[src/rtl/command_serializer.sv]
// command_serializer
// ------------------
// Host-side transmitter for the byte-oriented control command stream. One
// fully-formed command is taken per cmd_valid/cmd_ready handshake. It is then
// sent byte by byte to the pipeline control unit. Each byte is held on
// out_byte/out_ready until the unit returns a one-cycle `next` acknowledge.
//
// Byte order: opcode, [block], [reg], [data MSB..LSB], [instr MSB..LSB].
// The opcode decides which fields are present. Swap commands additionally
// wait for a full high/low cycle of pipelines_swapping before completing.
//
// Opcode map (bit 7 selects the target pipeline; both variants are decoded):
//   0x01/0x81 WRITE_BLOCK_INSTR   0x02/0x82 WRITE_BLOCK_REG
//   0x03/0x83 UPDATE_BLOCK_REG    0x04/0x84 ALLOC_SRAM_DELAY
//   0x05/0x85 SET_INPUT_GAIN      0x06/0x86 SET_OUTPUT_GAIN
//   0x07/0x87 SWAP_PIPELINES      0x08/0x88 RESET_PIPELINE
//
// Optional feature: define COMMAND_SERIALIZER_TIMEOUT_EN to bound every wait
// for `next` or for the swap status to timeout_cycles cycles.
//
// Ports:
//   clk, reset           clock, synchronous active-high reset
//   cmd_valid/cmd_ready  command handshake (ready only while idle)
//   cmd_opcode/_block/_reg/_data/_instr   command fields, latched on accept
//   out_byte/out_ready   byte to the control unit and its valid flag
//   next                 one-cycle byte acknowledge from the control unit
//   pipelines_swapping   swap-in-progress status from the control unit
//   done                 one-cycle pulse when a command completes
//   cmd_unknown          pulse in the accept cycle for unrecognised opcodes
//   timeout              one-cycle pulse on acknowledge timeout (0 if unused)

module command_serializer #(
  parameter int n_blocks             = 32,
  parameter int data_width           = 16,
  parameter int min_gap              = 0,
  parameter int timeout_cycles       = 1024,
  parameter int BLOCK_REG_ADDR_WIDTH = 4,
  parameter int BLOCK_INSTR_WIDTH    = 32,
  localparam int BLOCK_W             = $clog2(n_blocks)
) (
  input  logic                            clk,
  input  logic                            reset,
  input  logic                            cmd_valid,
  output logic                            cmd_ready,
  input  logic [7:0]                      cmd_opcode,
  input  logic [BLOCK_W-1:0]              cmd_block,
  input  logic [BLOCK_REG_ADDR_WIDTH-1:0] cmd_reg,
  input  logic [data_width-1:0]           cmd_data,
  input  logic [BLOCK_INSTR_WIDTH-1:0]    cmd_instr,
  output logic [7:0]                      out_byte,
  output logic                            out_ready,
  input  logic                            next,
  input  logic                            pipelines_swapping,
  output logic                            done,
  output logic                            cmd_unknown,
  output logic                            timeout
);

  localparam int DATA_BYTES  = data_width / 8;
  localparam int INSTR_BYTES = BLOCK_INSTR_WIDTH / 8;
  localparam int MAX_BYTES   = (DATA_BYTES > INSTR_BYTES) ? DATA_BYTES : INSTR_BYTES;
  localparam int CNT_W       = (MAX_BYTES > 1) ? $clog2(MAX_BYTES) : 1;
  localparam int GAP_LOAD    = (min_gap > 0) ? min_gap - 1 : 0;

  localparam logic [7:0] PIPE_SEL              = 8'h80;
  localparam logic [7:0] OP_WRITE_BLOCK_INSTR  = 8'h01;
  localparam logic [7:0] OP_WRITE_BLOCK_REG    = 8'h02;
  localparam logic [7:0] OP_UPDATE_BLOCK_REG   = 8'h03;
  localparam logic [7:0] OP_ALLOC_SRAM_DELAY   = 8'h04;
  localparam logic [7:0] OP_SET_INPUT_GAIN     = 8'h05;
  localparam logic [7:0] OP_SET_OUTPUT_GAIN    = 8'h06;
  localparam logic [7:0] OP_SWAP_PIPELINES     = 8'h07;
  localparam logic [7:0] OP_RESET_PIPELINE     = 8'h08;

  typedef enum logic [3:0] {
    S_IDLE, S_OPCODE, S_BLOCK, S_REG, S_DATA, S_INSTR,
    S_GAP, S_SWAP_WAIT_HI, S_SWAP_WAIT_LO, S_FINISH
  } state_t;

  typedef struct packed {
    logic known;
    logic has_block;
    logic has_reg;
    logic has_data;
    logic has_instr;
    logic is_swap;
  } field_set_t;

  function automatic field_set_t decode_opcode(input logic [7:0] op);
    field_set_t f;
    f = '0;
    case (op)
      OP_WRITE_BLOCK_INSTR, OP_WRITE_BLOCK_INSTR | PIPE_SEL: begin
        f.known = 1'b1; f.has_block = 1'b1; f.has_instr = 1'b1;
      end
      OP_WRITE_BLOCK_REG, OP_WRITE_BLOCK_REG | PIPE_SEL,
      OP_UPDATE_BLOCK_REG, OP_UPDATE_BLOCK_REG | PIPE_SEL: begin
        f.known = 1'b1; f.has_block = 1'b1; f.has_reg = 1'b1; f.has_data = 1'b1;
      end
      OP_ALLOC_SRAM_DELAY, OP_ALLOC_SRAM_DELAY | PIPE_SEL,
      OP_SET_INPUT_GAIN, OP_SET_INPUT_GAIN | PIPE_SEL,
      OP_SET_OUTPUT_GAIN, OP_SET_OUTPUT_GAIN | PIPE_SEL: begin
        f.known = 1'b1; f.has_data = 1'b1;
      end
      OP_SWAP_PIPELINES, OP_SWAP_PIPELINES | PIPE_SEL: begin
        f.known = 1'b1; f.is_swap = 1'b1;
      end
      OP_RESET_PIPELINE, OP_RESET_PIPELINE | PIPE_SEL: begin
        f.known = 1'b1;
      end
      default: f = '0;
    endcase
    return f;
  endfunction

  // Byte presented while sitting in send state s at byte index idx.
  function automatic logic [7:0] byte_of(
    input state_t                            s,
    input logic [CNT_W-1:0]                  idx,
    input logic [BLOCK_W-1:0]                blk,
    input logic [BLOCK_REG_ADDR_WIDTH-1:0]   rg,
    input logic [data_width-1:0]             d,
    input logic [BLOCK_INSTR_WIDTH-1:0]      ins
  );
    logic [7:0] b;
    b = '0;
    case (s)
      S_BLOCK: b = 8'(blk);
      S_REG:   b = 8'(rg);
      S_DATA:  b = d[{idx, 3'b000} +: 8];
      S_INSTR: b = ins[{idx, 3'b000} +: 8];
      default: b = '0;
    endcase
    return b;
  endfunction

  state_t                          state_reg, state_next;
  state_t                          gap_state_reg, gap_state_next;
  logic [7:0]                      opcode_reg, opcode_next;
  logic [BLOCK_W-1:0]              blk_reg, blk_next;
  logic [BLOCK_REG_ADDR_WIDTH-1:0] rix_reg, rix_next;
  logic [data_width-1:0]           data_reg, data_next;
  logic [BLOCK_INSTR_WIDTH-1:0]    instr_reg, instr_next;
  logic [CNT_W-1:0]                byte_cnt_reg, byte_cnt_next;
  logic [CNT_W-1:0]                gap_byte_cnt_reg, gap_byte_cnt_next;
  logic [3:0]                      gap_cnt_reg, gap_cnt_next;
  logic [7:0]                      out_byte_reg, out_byte_next;
  logic                            out_ready_reg, out_ready_next;

  field_set_t                      fs;
  logic                            ack;
  state_t                          follow_state;
  logic [CNT_W-1:0]                follow_cnt;
  logic                            last_byte;

`ifdef COMMAND_SERIALIZER_TIMEOUT_EN
  localparam int TIMER_W = $clog2(timeout_cycles + 1);
  logic [TIMER_W-1:0]              timer_reg, timer_next;
  logic                            timeout_reg, timeout_next;
  logic                            waiting;
`endif

  assign fs  = decode_opcode(opcode_reg);
  // Acknowledges only count while a byte is actually on offer.
  assign ack = next && out_ready_reg;

  always_ff @(posedge clk) begin
    if (reset) begin
      state_reg        <= S_IDLE;
      gap_state_reg    <= S_IDLE;
      opcode_reg       <= '0;
      blk_reg          <= '0;
      rix_reg          <= '0;
      data_reg         <= '0;
      instr_reg        <= '0;
      byte_cnt_reg     <= '0;
      gap_byte_cnt_reg <= '0;
      gap_cnt_reg      <= '0;
      out_byte_reg     <= '0;
      out_ready_reg    <= 1'b0;
`ifdef COMMAND_SERIALIZER_TIMEOUT_EN
      timer_reg        <= '0;
      timeout_reg      <= 1'b0;
`endif
    end else begin
      state_reg        <= state_next;
      gap_state_reg    <= gap_state_next;
      opcode_reg       <= opcode_next;
      blk_reg          <= blk_next;
      rix_reg          <= rix_next;
      data_reg         <= data_next;
      instr_reg        <= instr_next;
      byte_cnt_reg     <= byte_cnt_next;
      gap_byte_cnt_reg <= gap_byte_cnt_next;
      gap_cnt_reg      <= gap_cnt_next;
      out_byte_reg     <= out_byte_next;
      out_ready_reg    <= out_ready_next;
`ifdef COMMAND_SERIALIZER_TIMEOUT_EN
      timer_reg        <= timer_next;
      timeout_reg      <= timeout_next;
`endif
    end
  end

  always_comb begin
    state_next        = state_reg;
    gap_state_next    = gap_state_reg;
    opcode_next       = opcode_reg;
    blk_next          = blk_reg;
    rix_next          = rix_reg;
    data_next         = data_reg;
    instr_next        = instr_reg;
    byte_cnt_next     = byte_cnt_reg;
    gap_byte_cnt_next = gap_byte_cnt_reg;
    gap_cnt_next      = gap_cnt_reg;
    out_byte_next     = out_byte_reg;
    out_ready_next    = out_ready_reg;
    follow_state      = S_FINISH;
    follow_cnt        = '0;
    last_byte         = 1'b0;

    // Work out which byte follows the current one; absent fields are skipped.
    if ((state_reg == S_DATA || state_reg == S_INSTR) && byte_cnt_reg != '0) begin
      follow_state = state_reg;
      follow_cnt   = byte_cnt_reg - 1'b1;
    end else if (state_reg == S_OPCODE && fs.has_block) begin
      follow_state = S_BLOCK;
    end else if ((state_reg inside {S_OPCODE, S_BLOCK}) && fs.has_reg) begin
      follow_state = S_REG;
    end else if ((state_reg inside {S_OPCODE, S_BLOCK, S_REG}) && fs.has_data) begin
      follow_state = S_DATA;
      follow_cnt   = CNT_W'(DATA_BYTES - 1);
    end else if ((state_reg inside {S_OPCODE, S_BLOCK, S_REG, S_DATA}) && fs.has_instr) begin
      follow_state = S_INSTR;
      follow_cnt   = CNT_W'(INSTR_BYTES - 1);
    end else begin
      last_byte    = 1'b1;
      follow_state = fs.is_swap ? S_SWAP_WAIT_HI : S_FINISH;
    end

    case (state_reg)
      S_IDLE: begin
        if (cmd_valid) begin
          opcode_next    = cmd_opcode;
          blk_next       = cmd_block;
          rix_next       = cmd_reg;
          data_next      = cmd_data;
          instr_next     = cmd_instr;
          byte_cnt_next  = '0;
          out_byte_next  = cmd_opcode;
          out_ready_next = 1'b1;
          state_next     = S_OPCODE;
        end
      end
      S_OPCODE, S_BLOCK, S_REG, S_DATA, S_INSTR: begin
        if (ack) begin
          if (last_byte) begin
            out_ready_next = 1'b0;
            out_byte_next  = '0;
            state_next     = follow_state;
          end else if (min_gap > 0) begin
            out_ready_next    = 1'b0;
            gap_state_next    = follow_state;
            gap_byte_cnt_next = follow_cnt;
            gap_cnt_next      = 4'(GAP_LOAD);
            state_next        = S_GAP;
          end else begin
            // Back-to-back: the next byte replaces the acknowledged one.
            byte_cnt_next  = follow_cnt;
            out_byte_next  = byte_of(follow_state, follow_cnt, blk_reg, rix_reg,
                                     data_reg, instr_reg);
            out_ready_next = 1'b1;
            state_next     = follow_state;
          end
        end
      end
      S_GAP: begin
        if (gap_cnt_reg == '0) begin
          byte_cnt_next  = gap_byte_cnt_reg;
          out_byte_next  = byte_of(gap_state_reg, gap_byte_cnt_reg, blk_reg, rix_reg,
                                   data_reg, instr_reg);
          out_ready_next = 1'b1;
          state_next     = gap_state_reg;
        end else begin
          gap_cnt_next = gap_cnt_reg - 1'b1;
        end
      end
      S_SWAP_WAIT_HI: if (pipelines_swapping) state_next = S_SWAP_WAIT_LO;
      S_SWAP_WAIT_LO: if (!pipelines_swapping) state_next = S_FINISH;
      S_FINISH:       state_next = S_IDLE;
      default:        state_next = S_IDLE;
    endcase

`ifdef COMMAND_SERIALIZER_TIMEOUT_EN
    // Count only cycles spent stalled on the control unit; any progress clears.
    waiting = (out_ready_reg && !next) ||
              (state_reg == S_SWAP_WAIT_HI && !pipelines_swapping) ||
              (state_reg == S_SWAP_WAIT_LO && pipelines_swapping);
    timeout_next = 1'b0;
    timer_next   = '0;
    if (waiting) begin
      if (timer_reg == TIMER_W'(timeout_cycles - 1)) begin
        timeout_next   = 1'b1;
        state_next     = S_IDLE;
        out_ready_next = 1'b0;
        out_byte_next  = '0;
      end else begin
        timer_next = timer_reg + 1'b1;
      end
    end
`endif
  end

  assign cmd_ready   = (state_reg == S_IDLE);
  assign done        = (state_reg == S_FINISH);
  assign cmd_unknown = !reset && cmd_valid && cmd_ready && !decode_opcode(cmd_opcode).known;
  assign out_byte    = out_byte_reg;
  assign out_ready   = out_ready_reg;
`ifdef COMMAND_SERIALIZER_TIMEOUT_EN
  assign timeout     = timeout_reg;
`else
  assign timeout     = 1'b0;
`endif

endmodule

[config.mk]
export PLATFORM = sky130hd
export DESIGN_NAME = command_serializer
export DESIGN_NICKNAME = d
export VERILOG_FILES = /design/src/rtl/command_serializer.sv
export SDC_FILE = /design/constraint.sdc
export NUM_CORES = 1
export LEC_CHECK = 0
export ABC_AREA = 1
export CAP_MARGIN = 0
export CORE_ASPECT_RATIO = 0.5
export CORE_UTILIZATION = 52
export DETAILED_ROUTE_END_ITERATION = 8
export PLACE_DENSITY = 0.81
export SETUP_SLACK_MARGIN = 0.1
export SLEW_MARGIN = 20
export SYNTH_ARGS = -nofsm -noshare
export SYNTH_HDL_FRONTEND = slang
export SYNTH_SLANG_ARGS = --single-unit
[constraint.sdc]
create_clock -name clk -period 2.33 [get_ports clk]
set_clock_uncertainty 0.15 [all_clocks]
set_input_delay 0.466 -clock clk [delete_from_list [all_inputs] [get_ports clk]]
set_output_delay 0.466 -clock clk [all_outputs]
set_load 0.01 [all_outputs]
==> results of run 1 <==
layout make-up:
cell class | instances | area, µm²
sequential | 83 | 1680
clock buffer | 12 | 246
fill | 552 | 1820
tap | 108 | 135
timing repair buffer | 120 | 1180
inverter | 70 | 274
multi-input combinational | 420 | 2140
clock inverter | 3 | 15.0
metal layers:
metal	vias to the layer above	track usage, %	routed length [µm]
li1	2178	-	-
met1	2035	37.5	5210
met2	163	43.7	5230
met3	16	7.68	844
met4	0	7.21	127
met5	-	0	0
synthesized netlist by cell type:
master and instances:
nand3b_1 1, buf_2 3, o21ai_1 3, clkinv_1 2
buf_6 3, a31oi_2 1, o2111ai_1 1, o31ai_1 1
a211oi_1 1, inv_1 61, nand2_2 3, nand4_1 1
nand3_1 71, buf_4 2, nand2_4 6, nor2_2 4
o211ai_1 1, ha_1 2, nor2_1 29, nor2_4 3
a31o_2 1, nand2_1 139, xnor2_1 1, o21ai_0 38
a21oi_2 1, clkbuf_1 26, a22oi_1 1, nor3_1 6
dfxtp_1 83, o22ai_1 3, conb_1 1, a21oi_1 96
nand3_2 2, or2_2 1, inv_2 7, o21a_1 1
through the flow:
stage	cell area (µm²)	power [mW]	utilization, %	TNS, ns
floorplan	4110	3.41	-	0
global placement	5140	4.14	68.7	-0.517
detailed placement	5140	4.20	68.7	-0.790
CTS	5410	5.47	72.3	0
global route	5670	6.10	75.7	-0.0549
finish	5670	5.74	75.7	0
worst max-delay path by stage:
stage                                    from                  endpoint  cells past startpoint
floorplan           state_reg[0]$_SDFFE_PP0P_               cmd_unknown                      6
global placement                cmd_opcode[0]               cmd_unknown                      5
detailed placement              cmd_opcode[0]               cmd_unknown                      5
CTS                             cmd_opcode[2]               cmd_unknown                      5
global route        state_reg[2]$_SDFFE_PP0P_  out_byte[3]$_SDFFE_PP0P_                     15
finish              state_reg[2]$_SDFFE_PP0P_  out_byte[3]$_SDFFE_PP0P_                     15
what timing repair did:
action / 4_1_cts / 5_1_grt
hold buffers: 0 / 0
resized for setup: 11 / 47
setup buffers: 0 / 8
endpoints found under the hold margin: 0 / 0
pin swaps: 1 / 19
cloned: 0 / 2
endpoints found under the setup margin: 12 / 21
cell families (layout without fill, tap and decap cells):
kind of cell / count (synthesis) / count (layout) / share of synthesized area [%]
adders and majority gates: 2 / 2 / 0.609
and+or+nand+nor: 266 / 267 / 29.3
xor gates and xnor gates: 1 / 1 / 0.213
other: 1 / 1 / 0.0913
DFF: 83 / 83 / 40.5
AOI/OAI and AO/OA: 149 / 149 / 19.0
buffers and inverters: 104 / 205 / 10.3
power breakdown:
group / leakage, nW / switching, mW / internal [mW] / total, mW
Clock: 0.132 / 0.534 / 0.739 / 1.27
Combinational: 1.56 / 1.51 / 1.05 / 2.56
Sequential: 0.687 / 0.164 / 1.75 / 1.91
Total: 2.38 / 2.21 / 3.53 / 5.74
critical path: stages (launching register included):
cell and delay, ns:
dfxtp_4 0.38, inv_4 0.04, nor2_4 0.13, nand2_2 0.10, nor2_4 0.27, inv_2 0.13
nand2_8 0.14, nand2_4 0.09, buf_6 0.14, nand2_1 0.05, nand3_1 0.08, a21oi_1 0.21
nand2_2 0.08, nand3_1 0.08, nand2_1 0.06, inv_1 0.05
==> summary.md, run 1 <==
| Metric | Value |
|---|---|
| Avg Cell Area, Syn | 6.77 µm² |
| First drt pass iteration count | 6 |
| Max cap viols | 0 |
| Vias | 4392 |
| GRT Total Usage | about 28% |
| Final hold violations | 0 |
| Critical Path AT | 2.39 ns |
| Hold wc startpoint | rix_reg[2]$_SDFFE_PP0P_ |
| Ant diodes | 0 |
| P_leak | 2.38 nW |
| Post-Layout Cell Count | 816 |
| Vias per cell | approximately 5.4 |
| CP endpoint kind | register |
| DRT iter0 DRCs | about 430 |
| Ys Warns | 0 |
| Distinct cell type count after synthesis | 36 |
| Critical path class | reg -> reg |
| Routed length per instance | 14.0 µm |
| Core area | between 0.007 and 0.008 mm² |
| Status | finished, final reports clean |
| Total CTS buffers | 9 |
| Mapped Nets | 678 |
| Drc violations | 0 |
| Sequential share of the synthesized area | between 40% and 50% |
| P per Cell Area | 1010 mW/mm² |
| Port bufs | slightly above 80 |
| Pre-CTS setup slack | -0.466 ns |
| Max IR drop VDD | 0.514 mV |
| Die Span Y | 64.8 µm |
| Worst slew margin | 43.6% |
| H-tree levels | 3 |
| DP Wirelength | approximately 7800 µm |
| Peak Freq | 444 MHz |
| RePlAce Congestion | roughly 0.84 |
| CTS sink count | between 80 and 90 |
| Clock-pin slew on the worst setup and hold paths | 0.06 ns |
| Min-Delay Path Class | reg -> reg |
| R2r setup slk | 0.08 ns |
| Placed Instances | approximately 790 |
| # IOs | 83 |
| Hold path cells | 2 |
| Area leader, netlist | dfxtp_1 |
| WHS | just over 0.3 ns |
| Max FFs per register | 32 |
| Routed Wire Length | 11400 µm |
| Layout cells sized above 1 | between 15 and 20% |
| Most common cell after layout, fill and taps aside | nand2_1 |
| Clock buffer depth | 2 |
| Max-slew violation count | 0 |
| Insertion delay to the later sink of the worst-skew pair | 0.34 ns |
| Flop and latch count out of synthesis | 83 |
| Synthesized area | 0.00411 mm² |
| Clock Tree Root | clkbuf_16 |
| Vias in the first global route | 3806 |
| Top cell type's share of synthesized area | 40.5% |
| Period utilization | a little over nine tenths |
| Tmin final | roughly 2.3 ns |
| R2r endpoint | out_byte[3]$_SDFFE_PP0P_ |
| Initial Utilization | 54.8% |
| Required @ worst endpoint | 2.46 ns |
| Most frequent cells in the layout | nand2_1, a21oi_1, dfxtp_1, clkdlybuf4s50_1, nand3_1 |
| Area grow syn2layout | 38.0% |
| Mapped Cells | 606 |
| Pin count of the biggest net entering global routing | 97 |
| Die ar. | 0.00828 mm² |
| Top post-synthesis cells by area | dfxtp_1, nand2_1, a21oi_1, nand3_1, inv_1 |
| CTS tree | built |
| GRT overflow | 0 |
| Antenna violations before repair | 0 |
| Slack of the critical path | 0.0754 ns |
| RSZ-0062 raised after global routing | true |
| Least-Margin Pin Slew | ~0.85 ns |
| Post-route ant nets | 0 |
| First-pass GRT wire length | 17900 µm |
| Reg2reg path depth | 15 |
| Final-stage net count | 776 |
| Row Count | 22 |
| Endpoint, Worst Hold | rix_reg[2]$_SDFFE_PP0P_ |
| R2r startpoint | state_reg[2]$_SDFFE_PP0P_ |
| Final setup violation count | 0 |
| Critical Path Start Type | register |
| Crit-path max FO | 8 |
| Die W | 128 µm |
Note: power is estimated with default switching activity, not from simulation.
==> run 2, diff against run 1 <==
- CAP_MARGIN: 0 -> 5
- CTS_CLUSTER_SIZE: not set -> 8
==> results of run 2 <==
No change in the layout: final DEF, timing and power equal those of run 1.
